--- src/rtl/modexp_seq_if.sv ---
// Request/response bundle between a modexp requester (master) and modexp_seq (slave).
// EXP_W must match the exponent width of the attached modexp_seq.
interface modexp_seq_if #(
  parameter int EXP_W = 5
);
  logic             start;
  logic [4:0]       base;
  logic [EXP_W-1:0] exp;
  logic             busy;
  logic             done;
  logic [4:0]       result;

  modport master (output start, base, exp, input busy, done, result);
  modport slave  (input start, base, exp, output busy, done, result);
endinterface

--- src/rtl/modexp_seq.sv ---
// Left-to-right square-and-multiply base^exp mod 29 over one shared modmul instance.
// Define MODEXP_CONST_TIME_EN for data-independent latency (2*EXP_W ops per request).
module modmul (
  input  logic [4:0] a,
  input  logic [4:0] b,
  output logic [4:0] p
);
  logic [9:0] prod;
  logic [9:0] rem;

  always_comb begin
    prod = 10'(a) * 10'(b);
    rem  = prod % 10'd29;
    p    = rem[4:0];
  end
endmodule

module modexp_seq #(
  parameter int EXP_W = 5
) (
  input logic         clk,
  input logic         reset,
  modexp_seq_if.slave host
);
  localparam int IDX_W = (EXP_W > 1) ? $clog2(EXP_W) : 1;
  localparam logic [IDX_W-1:0] IDX_TOP = IDX_W'(EXP_W - 1);

  typedef enum logic [1:0] {IDLE, SQR, MUL, FIN} state_t;

  state_t           state_q, state_d;
  logic [4:0]       acc_q, acc_d;
  logic [IDX_W-1:0] idx_q, idx_d;
  logic [4:0]       base_q, base_d;
  logic [EXP_W-1:0] exp_q, exp_d;
  logic             busy_q, busy_d;
  logic             done_q, done_d;
  logic [4:0]       result_q, result_d;

  logic [4:0] mm_a, mm_b, mm_p;
  logic       exp_bit;
  logic       last_bit;

  modmul u_modmul (
    .a (mm_a),
    .b (mm_b),
    .p (mm_p)
  );

  always_ff @(posedge clk) begin
    if (!reset) begin
      state_q  <= IDLE;
      acc_q    <= 5'd1;
      idx_q    <= IDX_TOP;
      base_q   <= '0;
      exp_q    <= '0;
      busy_q   <= 1'b0;
      done_q   <= 1'b0;
      result_q <= '0;
    end else begin
      state_q  <= state_d;
      acc_q    <= acc_d;
      idx_q    <= idx_d;
      base_q   <= base_d;
      exp_q    <= exp_d;
      busy_q   <= busy_d;
      done_q   <= done_d;
      result_q <= result_d;
    end
  end

  always_comb begin
    exp_bit  = exp_q[idx_q];
    last_bit = (idx_q == '0);

    state_d  = state_q;
    acc_d    = acc_q;
    idx_d    = idx_q;
    base_d   = base_q;
    exp_d    = exp_q;
    busy_d   = busy_q;
    done_d   = 1'b0;
    result_d = result_q;

    case (state_q)
      IDLE: begin
        if (host.start) begin
          base_d  = host.base;
          exp_d   = host.exp;
          acc_d   = 5'd1;
          idx_d   = IDX_TOP;
          busy_d  = 1'b1;
          state_d = SQR;
        end
      end
      SQR: begin
        acc_d = mm_p;
`ifdef MODEXP_CONST_TIME_EN
        state_d = MUL;
`else
        if (exp_bit) begin
          state_d = MUL;
        end else if (last_bit) begin
          state_d = FIN;
        end else begin
          idx_d = idx_q - 1'b1;
        end
`endif
      end
      MUL: begin
`ifdef MODEXP_CONST_TIME_EN
        // The product is always formed; only the commit depends on the exponent bit.
        if (exp_bit) begin
          acc_d = mm_p;
        end
`else
        acc_d = mm_p;
`endif
        if (last_bit) begin
          state_d = FIN;
        end else begin
          idx_d   = idx_q - 1'b1;
          state_d = SQR;
        end
      end
      FIN: begin
        result_d = acc_q;
        done_d   = 1'b1;
        busy_d   = 1'b0;
        state_d  = IDLE;
      end
      default: state_d = IDLE;
    endcase
  end

  // Squaring feeds acc on both inputs; multiply swaps in the latched base.
  always_comb begin
    mm_a = acc_q;
    mm_b = (state_q == MUL) ? base_q : acc_q;
  end

  assign host.busy   = busy_q;
  assign host.done   = done_q;
  assign host.result = result_q;
endmodule

--- src/flat_wrapper.sv ---
// flat-port wrapper written by rule: the top's interface ports become plain ports
module modexp_seq_flat 
#(
  parameter int EXP_W = 5
)
  (clk, reset, host_start, host_base, host_exp, host_busy, host_done, host_result);
  modexp_seq_if #(.EXP_W(EXP_W)) host_i ();
  input logic clk;
  input logic reset;
  input wire logic [$bits(host_i.start)-1:0] host_start;
  input wire logic [$bits(host_i.base)-1:0] host_base;
  input wire logic [$bits(host_i.exp)-1:0] host_exp;
  output wire logic [$bits(host_i.busy)-1:0] host_busy;
  output wire logic [$bits(host_i.done)-1:0] host_done;
  output wire logic [$bits(host_i.result)-1:0] host_result;
  assign host_i.start = host_start;
  assign host_i.base = host_base;
  assign host_i.exp = host_exp;
  assign host_busy = host_i.busy;
  assign host_done = host_i.done;
  assign host_result = host_i.result;
  modexp_seq #(.EXP_W(EXP_W)) u_core (.clk(clk), .reset(reset), .host(host_i));
endmodule
--- config.mk ---
export PLATFORM = sky130hd
export DESIGN_NAME = modexp_seq_flat
export DESIGN_NICKNAME = d
export VERILOG_FILES = /design/src/rtl/modexp_seq_if.sv /design/src/rtl/modexp_seq.sv /design/src/flat_wrapper.sv
export SDC_FILE = /design/constraint.sdc
export NUM_CORES = 1
export LEC_CHECK = 0
export CAP_MARGIN = 30
export CORE_MARGIN = 2
export CORE_UTILIZATION = 62
export CTS_BUF_LIST = sky130_fd_sc_hd__clkbuf_4 sky130_fd_sc_hd__clkbuf_8
export CTS_CLUSTER_SIZE = 12
export DETAILED_ROUTE_END_ITERATION = 10
export GPL_TIMING_DRIVEN = 0
export PLACE_DENSITY = 0.81
export REMOVE_ABC_BUFFERS = 1
export SLEW_MARGIN = 25
export SYNTH_ARGS = -nofsm -noshare
export SYNTH_HDL_FRONTEND = slang
export SYNTH_SLANG_ARGS = --single-unit
--- constraint.sdc ---
create_clock -name clk -period 9.55 [get_ports clk]
set_input_delay 1.91 -clock clk [delete_from_list [all_inputs] [get_ports clk]]
set_output_delay 1.91 -clock clk [all_outputs]
set_load 0.05 [all_outputs]
Word level (Yosys, flattened, before mapping)
Cells that the tools add are included.
- flip-flop bits (word level): 27
- bits in latches: 0
- memory bits (writable): 0
- memory bits (read-only): 0
- input bits: 13
- output and inout bits: 7
- logic and storage cells: 46
- memories: 0
- $add $sub $neg: 1
- $mul: 1
- div/mod/pow operators: 1
- $lt $le $gt $ge: 1
- equality and inequality tests: 6
- shifts and indexed selects: 0
- muxes and demuxes: 17
- bitwise operators: 0
- reduce and logical (&&, ||, !) cells: 11
- operators with widths (cell ; count):
    $mod A10 B5 Y10 const B ; 1
    $mul A5 B5 Y10 ; 1
    $mux W5 ; 2
    $pmux W5 S2 ; 1
    $mux W3 ; 3
    $pmux W3 S3 ; 1
    $mux W2 ; 4
    $pmux W2 S4 ; 1
    $reduce_and A2 Y1 ; 4
    $eq A2 B2 Y1 const B ; 2
    $lt A3 B4 Y1 const B ; 1
    $ne A2 B2 Y1 const B ; 2
    $reduce_bool A2 Y1 ; 2
    $bmux W1 S3 ; 1
    $logic_not A3 Y1 ; 1
    $mux W1 ; 3
    $ne A3 B1 Y1 const B ; 1
    $reduce_and A3 Y1 ; 1
    $reduce_bool A3 Y1 ; 1
    $sub A3 B1 Y3 const B ; 1
    $eq A2 B1 Y1 const B ; 1
    $logic_not A2 Y1 ; 1
    $pmux W1 S2 ; 1
    $reduce_or A2 Y1 ; 1

Longest topological paths before layout
Gate-level depths: netlist of the first run.
- word-level depth: 5
- depth in mapped cells: 33
- gate-level depth less buffers: 29

Cells and area by module
Synthesis of the first run repeated with hierarchy kept, for this count alone.
- cell total of the unflattened synthesis: 427
- area total of the unflattened synthesis: 3408.3 um2
- modules (own cells, without submodules) (module ; times used ; cells an instance ; area each (um2) ; sequential area each (um2)):
    modmul ; 1 ; 282 ; 2120.8 ; 0.0
    modexp_seq ; 1 ; 145 ; 1287.5 ; 540.5

Worst setup path before layout of the first run
No wires, ideal clock.
- path kind: register to register
- start point: register u_core.state_q[0]
- end point: register u_core.acc_q[2]
- setup time: 0.120 ns
- arrival: 7.391 ns
- required time: 9.430 ns
- setup slack: 2.039 ns
- stages on the path, launching flop included: 32
- path buffers: 3
- period minus slack after synthesis: 7.511 ns
- cells stage by stage: dfxtp_1 -> inv_1 -> ha_1 -> clkbuf_1 -> mux2i_1 -> nand2b_1 -> fa_1 -> fa_1 -> fa_1 -> inv_1 -> ha_1 -> o211ai_1 -> o21ai_2 -> xnor2_2 -> nor4_1 -> a221o_1 -> o311a_1 -> a211o_1 -> buf_4 -> a31oi_4 -> o211ai_1 -> and2_1 -> o21ai_0 -> xnor2_1 -> ha_1 -> inv_1 -> a32oi_1 -> a211oi_1 -> a211o_1 -> buf_6 -> o211a_1 -> a211o_1
- longest elaborated chain between the ends: 5
- elaborated cells between the ends (all ways): 11
- those cells by class: 1 x mul; 1 x div; 3 x eq/ne; 2 x mux; 4 x reduce/logical
- RTL lines (element ; line ; source):
    from (decl) ; modexp_seq.sv:30 ; state_t state_q, state_d;
    from (signal assigned) ; modexp_seq.sv:60 ; state_q <= state_d;
    $eq A2 B2 Y1 ; modexp_seq.sv:84, modexp_seq.sv:138 ;
    $mux W5 ; modexp_seq.sv:138 ; mm_b = (state_q == MUL) ? base_q : acc_q;
    $mul A5 B5 Y10 ; modexp_seq.sv:12 ; prod = 10'(a) * 10'(b);
    $mod A10 B5 Y10 ; modexp_seq.sv:13 ; rem = prod % 10'd29;
    $pmux W5 S2 ; modexp_seq.sv:84 ; case (state_q)
    to (signal assigned) ; modexp_seq.sv:52 ; acc_q <= 5'd1;
    to (signal assigned) ; modexp_seq.sv:61 ; acc_q <= acc_d;
    to (decl) ; modexp_seq.sv:31 ; logic [4:0] acc_q, acc_d;
Several ways; a longest one is shown, not always the timed one.
A chain may end at the register's enable or synchronous reset.

Worst setup path after layout of the first run
Ends and elaborated chain as after synthesis.

==> reports/qor.json, run 1 <==
{
  "fmax_ghz": 0.114,
  "setup-violations-final": 0,
  "synthesis.instances": 419,
  "n_fill_cell": 454,
  "worst_setup_path_end_kind": "flop",
  "post-place-ws_ns": 0.838,
  "post_synth_main_area_contributors": "sky130_fd_sc_hd__dfxtp_1 (16%), sky130_fd_sc_hd__ha_1 (9.8%), sky130_fd_sc_hd__fa_1 (5.4%), sky130_fd_sc_hd__nand2_1 (4.6%), sky130_fd_sc_hd__mux2i_1 (3.6%)",
  "post-synth-top-count-cell": "sky130_fd_sc_hd__nand2_1",
  "switching_share_of_power_pct": 41.8,
  "antenna_cells_inserted": 0,
  "setup_repair_after_global_routing_missed_its_margin": "no",
  "timing.slew.headroom_pct": 38.2,
  "netlist-cell-type-count": 80,
  "crit_type": "reg2reg",
  "cellLeakagePower_uw": 0.00140,
  "ir_drop_worst_vdd_uv": 117,
  "min_path_type": "reg2reg",
  "status": "completed",
  "routed_wire_length_per_instance_um": 15.0,
  "finalWirelength_um": 7400,
  "area_growth_pct": 7.28,
  "synth_flop_cell": "sky130_fd_sc_hd__dfxtp_1",
  "yosys_register_bits": 27,
  "cts.sink_count": 27,
  "max_cap_viols": 0,
  "post-route-worst-setup-slack_ns": 0.758,
  "transition_time_at_the_pin_with_the_least_slew_margin_ns": 0.924,
  "gp_congestion": 0.881,
  "top_level_ports": 20,
  "initialDrtViolationCount": 225,
  "clock_power_share_pct": 16.5,
  "layout.nets": 473,
  "num_rows": 26,
  "power_frac_seq_pct": 35.7,
  "first_global_vias": 2888,
  "synth.cells.most_frequent": "sky130_fd_sc_hd__nand2_1 (41), sky130_fd_sc_hd__inv_1 (28), sky130_fd_sc_hd__dfxtp_1 (27)",
  "clk_latency_ns": 0.28,
  "clock_edge_transition_at_the_registers_on_the_reported_setup_and_hold_paths_ns": 0.10,
  "worst-endpoint-arrival_ns": 8.98,
  "chipHeight_um": 77.3,
  "route.detailed.vias_per_inst": 6.20,
  "post_cts.resized_instances": 0,
  "final.min_clock_period_ns": 8.79,
  "synth_top_area_cell": "sky130_fd_sc_hd__dfxtp_1",
  "antenna_found_initial": 0,
  "cts-root-to-sink-buffers": 2,
  "groute.usage.overall_pct": 26.1,
  "finalCoreUtilization_pct": 69.6,
  "root_buffer": "sky130_fd_sc_hd__clkbuf_8",
  "power.share.combinational_pct": 47.9,
  "syn_area_per_cell_sq_um": 7.96,
  "die_width_um": 77.3,
  "starting_density_of_the_core_pct": 64.9,
  "global_route_wire_length_before_repair_um": 13100,
  "netlist.area_leader.share_pct": 16.2,
  "core_sq_um": 5140,
  "cell_internal_pwr_uw": 240,
  "total_power_uw": 412,
  "design.die.area_sq_um": 5980,
  "number_of_synthesized_flops_with_an_enable_pin": 0,
  "synthesis.yosys.warnings": 0,
  "vias": 3065,
  "cts-buffers-inserted": 3,
  "startpoint_type": "flop",
  "cts_tree": "built",
  "power.density_nw_per_um2": 115,
  "finalHoldViolations": 0,
  "drt_first_pass_iters": 6,
  "globalRoute.totalOverflow": 0,
  "cts-hold-fix-buffers": 0,
  "post_cts_buffers": 0,
  "crit_fanout": 12,
  "worstPathRequired_ns": 9.73,
  "ratio_of_cells_with_drive_above_1_in_the_final_layout_pct": 7.78,
  "switching_power_uw": 172,
  "synth_async_sr_flop_share_pct": 0,
  "finClkSkew_ns": 0.00820,
  "remaining_drc_errors": 0,
  "seq_area_frac_synth_pct": 16.2,
  "report.final.slew_viol_count": 0,
  "final.setup.tns_ns": 0,
  "antenna_violating_nets_post_route": 0,
  "layout_worst_path_cycle_share_pct": 92.1,
  "cts.htree.levels": 1,
  "port_buffers": 19,
  "grt_max_degree": 26,
  "synthesis.area_sq_um": 3330,
  "dpl.hpwl_um": 5640
}
worst max-delay path, stage by stage (launching register included):
cell	delay (ns)
sky130_fd_sc_hd__dfxtp_1	0.36
sky130_fd_sc_hd__inv_1	0.13
sky130_fd_sc_hd__ha_1	0.41
sky130_fd_sc_hd__mux2i_1	0.41
sky130_fd_sc_hd__nand2b_1	0.18
sky130_fd_sc_hd__fa_1	0.44
sky130_fd_sc_hd__fa_1	0.51
sky130_fd_sc_hd__fa_1	0.54
sky130_fd_sc_hd__inv_1	0.04
sky130_fd_sc_hd__ha_1	0.37
sky130_fd_sc_hd__a211oi_2	0.33
sky130_fd_sc_hd__nor4b_1	0.13
sky130_fd_sc_hd__nor3_2	0.63
sky130_fd_sc_hd__nor4_1	0.13
sky130_fd_sc_hd__a221o_1	0.46
sky130_fd_sc_hd__o311a_1	0.35
sky130_fd_sc_hd__a211o_1	0.44
sky130_fd_sc_hd__and3_1	0.21
sky130_fd_sc_hd__o21ai_1	0.58
sky130_fd_sc_hd__o21ai_0	0.34
sky130_fd_sc_hd__xnor2_1	0.32
sky130_fd_sc_hd__ha_1	0.19
sky130_fd_sc_hd__inv_1	0.04
sky130_fd_sc_hd__a32oi_1	0.16
sky130_fd_sc_hd__a211oi_1	0.09
sky130_fd_sc_hd__a211o_1	0.40
sky130_fd_sc_hd__o211a_1	0.25
sky130_fd_sc_hd__a211o_1	0.25
layout by cell type (no fill, tap or decap), drive strengths merged, types with 5 or more instances in the layout:
master and instances:
xnor2 7, ha 26, nor3 9, or2 6
fa 9, nor2b 18, nand2 42, inv 28
nor2 26, nand2b 6, a21boi 11, clkdlybuf4s50 19
or3 5, o211ai 11, o21a 6, a211oi 6
nand3 9, and2 13, a21oi 18, o21ai 26
a31oi 7, a211o 6, dfxtp 27, mux2i 13
logic make-up (layout without fill, tap and decap cells):
logic type | count (synthesis) | in the layout | synth area share, %
XOR/XNOR | 10 | 10 | 3.08
multiplexers | 16 | 16 | 5.63
AO/OA/AOI/OAI | 130 | 130 | 29.2
AND/OR/NAND/NOR | 155 | 155 | 24.9
flip-flops | 27 | 27 | 16.2
buffers and inverters | 46 | 51 | 5.89
adder cells (fa/ha/maj) | 35 | 35 | 15.2
final cells by class:
| class | count | area [sq um] | share of cell area, % |
|---|---|---|---|
| sequential | 27 | 541 | 15.1 |
| clock buffer | 3 | 41.3 | 1.15 |
| tap | 70 | 87.6 | 2.45 |
| inverter | 28 | 105 | 2.94 |
| multi-input combinational | 346 | 2610 | 72.8 |
| clock inverter | 1 | 7.51 | 0.210 |
| timing repair buffer | 19 | 190 | 5.32 |
flip-flops by register name, summed over array words and instances, names as in the netlist:
signal	cells
u_core.acc_q	5
u_core.base_q	5
u_core.exp_q	5
u_core.host.result	5
u_core.idx_q	3
u_core.state_q	2
u_core.host.busy	1
u_core.host.done	1
worst paths after layout:
kind	to	cells after the start	start	slack, ns
min reg2reg	u_core.exp_q[1]	2	u_core.exp_q[1]	0.48
max reg2reg	u_core.acc_q[2]	27	u_core.state_q[0]	0.76
max	u_core.acc_q[2]	27	u_core.state_q[0]	0.76
min	u_core.exp_q[1]	2	u_core.exp_q[1]	0.48
through the flow:
stage               area [sq um]  instances  hold WS, ns
finish                      3580        494        0.475
CTS                         3570        494        0.476
global route                3580        494        0.493
detailed placement          3520        490        0.462
floorplan                   3240        401        0.440
global placement            3520        490        0.457
power by group through the flow:
stage	logic [uW]	registers [uW]	clock network (uW)
after detailed placement	193	149	0
after CTS	195	147	69.1
after global routing	224	149	72.9
after global placement	189	149	0
after floorplan	145	151	0
final	197	147	67.8
metal layers:
metal	global-route usage [%]	vias up	share of wire, %
li1	-	1542	-
met1	38.0	1420	49
met2	41.9	93	46
met3	3.02	10	4.5
met4	5.00	0	1.0
met5	0	-	0
(Power assumes the default switching activity.)
==> run 2, diff against run 1 <==
==> constraint.sdc (replaced) <==
create_clock -name clk -period 8.5 [get_ports clk]
set_input_delay 1.7 -clock clk [delete_from_list [all_inputs] [get_ports clk]]
set_output_delay 1.7 -clock clk [all_outputs]
set_load 0.05 [all_outputs]
==> run 2 against run 1 <==
Register-to-register slack lost 0.28 ns. Maximum frequency grew 9.6%. Via count grew 2.8%. Core utilization grew 2.2 points. Global-route usage grew 0.30 points. Power grew 15%. Worst setup slack lost 0.28 ns. First-iteration DRC count shrank 1.3%. Clock skew shrank 0.0015 ns. Clock power grew 12%. Sequential share of layout area shrank 0.46 points. Critical endpoint unchanged.
==> reports/qor.json, run 2 (synthesis results as in run 1) <==
{
  "crit_fanout": 12,
  "antenna_found_initial": 0,
  "port_buffers": 19,
  "final.min_clock_period_ns": 8.02,
  "crit_type": "reg2reg",
  "worstRegToRegCells": 28,
  "worstPathRequired_ns": 8.68,
  "cts-root-to-sink-buffers": 2,
  "commonest_cells_after_routing_fill_and_taps_aside": "sky130_fd_sc_hd__nand2_1 (41), sky130_fd_sc_hd__inv_1 (28), sky130_fd_sc_hd__dfxtp_1 (27), sky130_fd_sc_hd__ha_1 (25), sky130_fd_sc_hd__nor2_1 (23)",
  "remaining_drc_errors": 0,
  "instances_no_fill": 502,
  "first_global_vias": 2918,
  "antenna_violating_nets_post_route": 0,
  "clk_latency_ns": 0.28,
  "crit_path_top_delay_cell": "sky130_fd_sc_hd__fa_1",
  "design.die.area_sq_um": 5980,
  "clock_power_share_pct": 16.1,
  "post-place-ws_ns": -0.212,
  "cts-buffers-inserted": 3,
  "worst_setup_path_end_kind": "flop",
  "finalCoreUtilization_pct": 71.8,
  "startpoint": "u_core.state_q[0]",
  "placedCellCount": 490,
  "ir_drop_worst_vdd_uv": 131,
  "grt_max_degree": 26,
  "hold_ws_ns": 0.475,
  "area_growth_pct": 10.7,
  "min_path_type": "reg2reg",
  "fmax_ghz": 0.125,
  "cts.htree.levels": 1,
  "finalWirelength_um": 7590,
  "ratio_of_cells_with_drive_above_1_in_the_final_layout_pct": 11.3,
  "drt_first_pass_iters": 5,
  "power.density_nw_per_um2": 128,
  "timing.slew.headroom_pct": 53.2,
  "num_rows": 26,
  "cts_tree": "built",
  "worst_r2r_src": "u_core.state_q[0]",
  "root_buffer": "sky130_fd_sc_hd__clkbuf_8",
  "antenna_cells_inserted": 0,
  "final.setup.tns_ns": 0,
  "layout_worst_path_cycle_share_pct": 94.4,
  "vias": 3150,
  "groute.usage.overall_pct": 26.4,
  "gp_congestion": 0.881,
  "crit_path_max_incr_delay_ns": 0.54,
  "finClkSkew_ns": 0.00675,
  "power_frac_seq_pct": 35.1,
  "setup-violations-final": 0,
  "timing.rr.end": "u_core.acc_q[2]",
  "clock_edge_transition_at_the_registers_on_the_reported_setup_and_hold_paths_ns": 0.10,
  "cellLeakagePower_uw": 0.00144,
  "startpoint_type": "flop",
  "max_cap_viols": 0,
  "layout.nets": 481,
  "die_width_um": 77.3,
  "switching_power_uw": 196,
  "top_level_ports": 20,
  "post-route-worst-setup-slack_ns": 0.479,
  "routed_wire_length_per_instance_um": 15.1,
  "global_route_wire_length_before_repair_um": 13300,
  "cell_internal_pwr_uw": 276,
  "chipHeight_um": 77.3,
  "cts.sink_count": 27,
  "core_sq_um": 5140,
  "initialDrtViolationCount": 222,
  "transition_time_at_the_pin_with_the_least_slew_margin_ns": 0.699,
  "worst-endpoint-arrival_ns": 8.20,
  "finalHoldViolations": 0,
  "route.detailed.vias_per_inst": 6.27,
  "reg2reg_setup_slack_ns": 0.48,
  "power.share.combinational_pct": 48.8,
  "starting_density_of_the_core_pct": 64.9,
  "status": "completed",
  "final_common_cell": "sky130_fd_sc_hd__nand2_1",
  "switching_share_of_power_pct": 41.5,
  "globalRoute.totalOverflow": 0,
  "setup_repair_after_global_routing_missed_its_margin": "no",
  "report.final.slew_viol_count": 0,
  "dpl.hpwl_um": 5640,
  "worstSetupEndpoint": "u_core.acc_q[2]"
}
[run 2: final cells by class]
cell class | count | area [sq um]
sequential | 27 | 541
fill | 430 | 1450
timing repair buffer | 27 | 250
tap | 70 | 87.6
clock buffer | 3 | 41.3
clock inverter | 1 | 7.51
inverter | 28 | 105
multi-input combinational | 346 | 2660
[run 2: through the flow]
stage                     instance area [sq um]  total power, uW
after global placement                     3520              379
after CTS                                  3600              463
after floorplan                            3240              333
after detailed placement                   3520              385
final                                      3690              472
after global routing                       3690              511
[run 2: power by group through the flow]
| stage | clock network [uW] | logic [uW] | registers, uW |
|---|---|---|---|
| after floorplan | 0 | 163 | 170 |
| after global placement | 0 | 212 | 167 |
| after detailed placement | 0 | 217 | 168 |
| after CTS | 77.7 | 221 | 165 |
| after global routing | 81.9 | 261 | 168 |
| final | 76.1 | 230 | 165 |
[run 2: per-layer routing]
metal | vias up | track usage (%) | part of all wire [%]
li1 | 1556 | - | -
met1 | 1488 | 38.0 | 49
met2 | 87 | 42.3 | 46
met3 | 19 | 3.37 | 3.7
met4 | 0 | 5.89 | 1.6
met5 | - | 0 | 0
[run 2: repair_timing]
action,4_1_cts,5_1_grt
setup endpoints to repair,5,5
hold endpoints to repair,0,0
hold buffers,0,0
setup buffers,3,5
resized for setup,2,11
pin swaps,1,2
[run 2: worst min path at each step]
stage | from | to | slack [ns] | cells after the start
floorplan | u_core.exp_q[2] | u_core.exp_q[2] | 0.44 | 2
global placement | u_core.exp_q[2] | u_core.exp_q[2] | 0.46 | 2
detailed placement | u_core.exp_q[1] | u_core.exp_q[1] | 0.46 | 2
CTS | u_core.exp_q[1] | u_core.exp_q[1] | 0.48 | 2
global route | u_core.exp_q[1] | u_core.exp_q[1] | 0.49 | 2
finish | u_core.exp_q[1] | u_core.exp_q[1] | 0.48 | 2
[run 2: worst max-delay path, delay by kind of cell (launching register included)]
kind | cells | cell delay, ns
AND/OR/NAND/NOR | 4 | 0.73
multiplexers | 1 | 0.33
buffers and inverters | 3 | 0.21
adder cells (fa/ha/maj) | 6 | 2.39
AO/OA/AOI/OAI | 13 | 3.67
XOR/XNOR | 1 | 0.20
flip-flops | 1 | 0.35
==> run 3, diff against run 2 <==
--- a/config.mk
+++ b/config.mk
@@ -5,7 +5,6 @@
 export SDC_FILE = /design/constraint.sdc
 export NUM_CORES = 1
 export LEC_CHECK = 0
-export CAP_MARGIN = 30
 export CORE_MARGIN = 2
 export CORE_UTILIZATION = 62
 export CTS_BUF_LIST = sky130_fd_sc_hd__clkbuf_4 sky130_fd_sc_hd__clkbuf_8
==> results of run 3 <==
Final layout, timing and power as in run 2 (identical DEF).
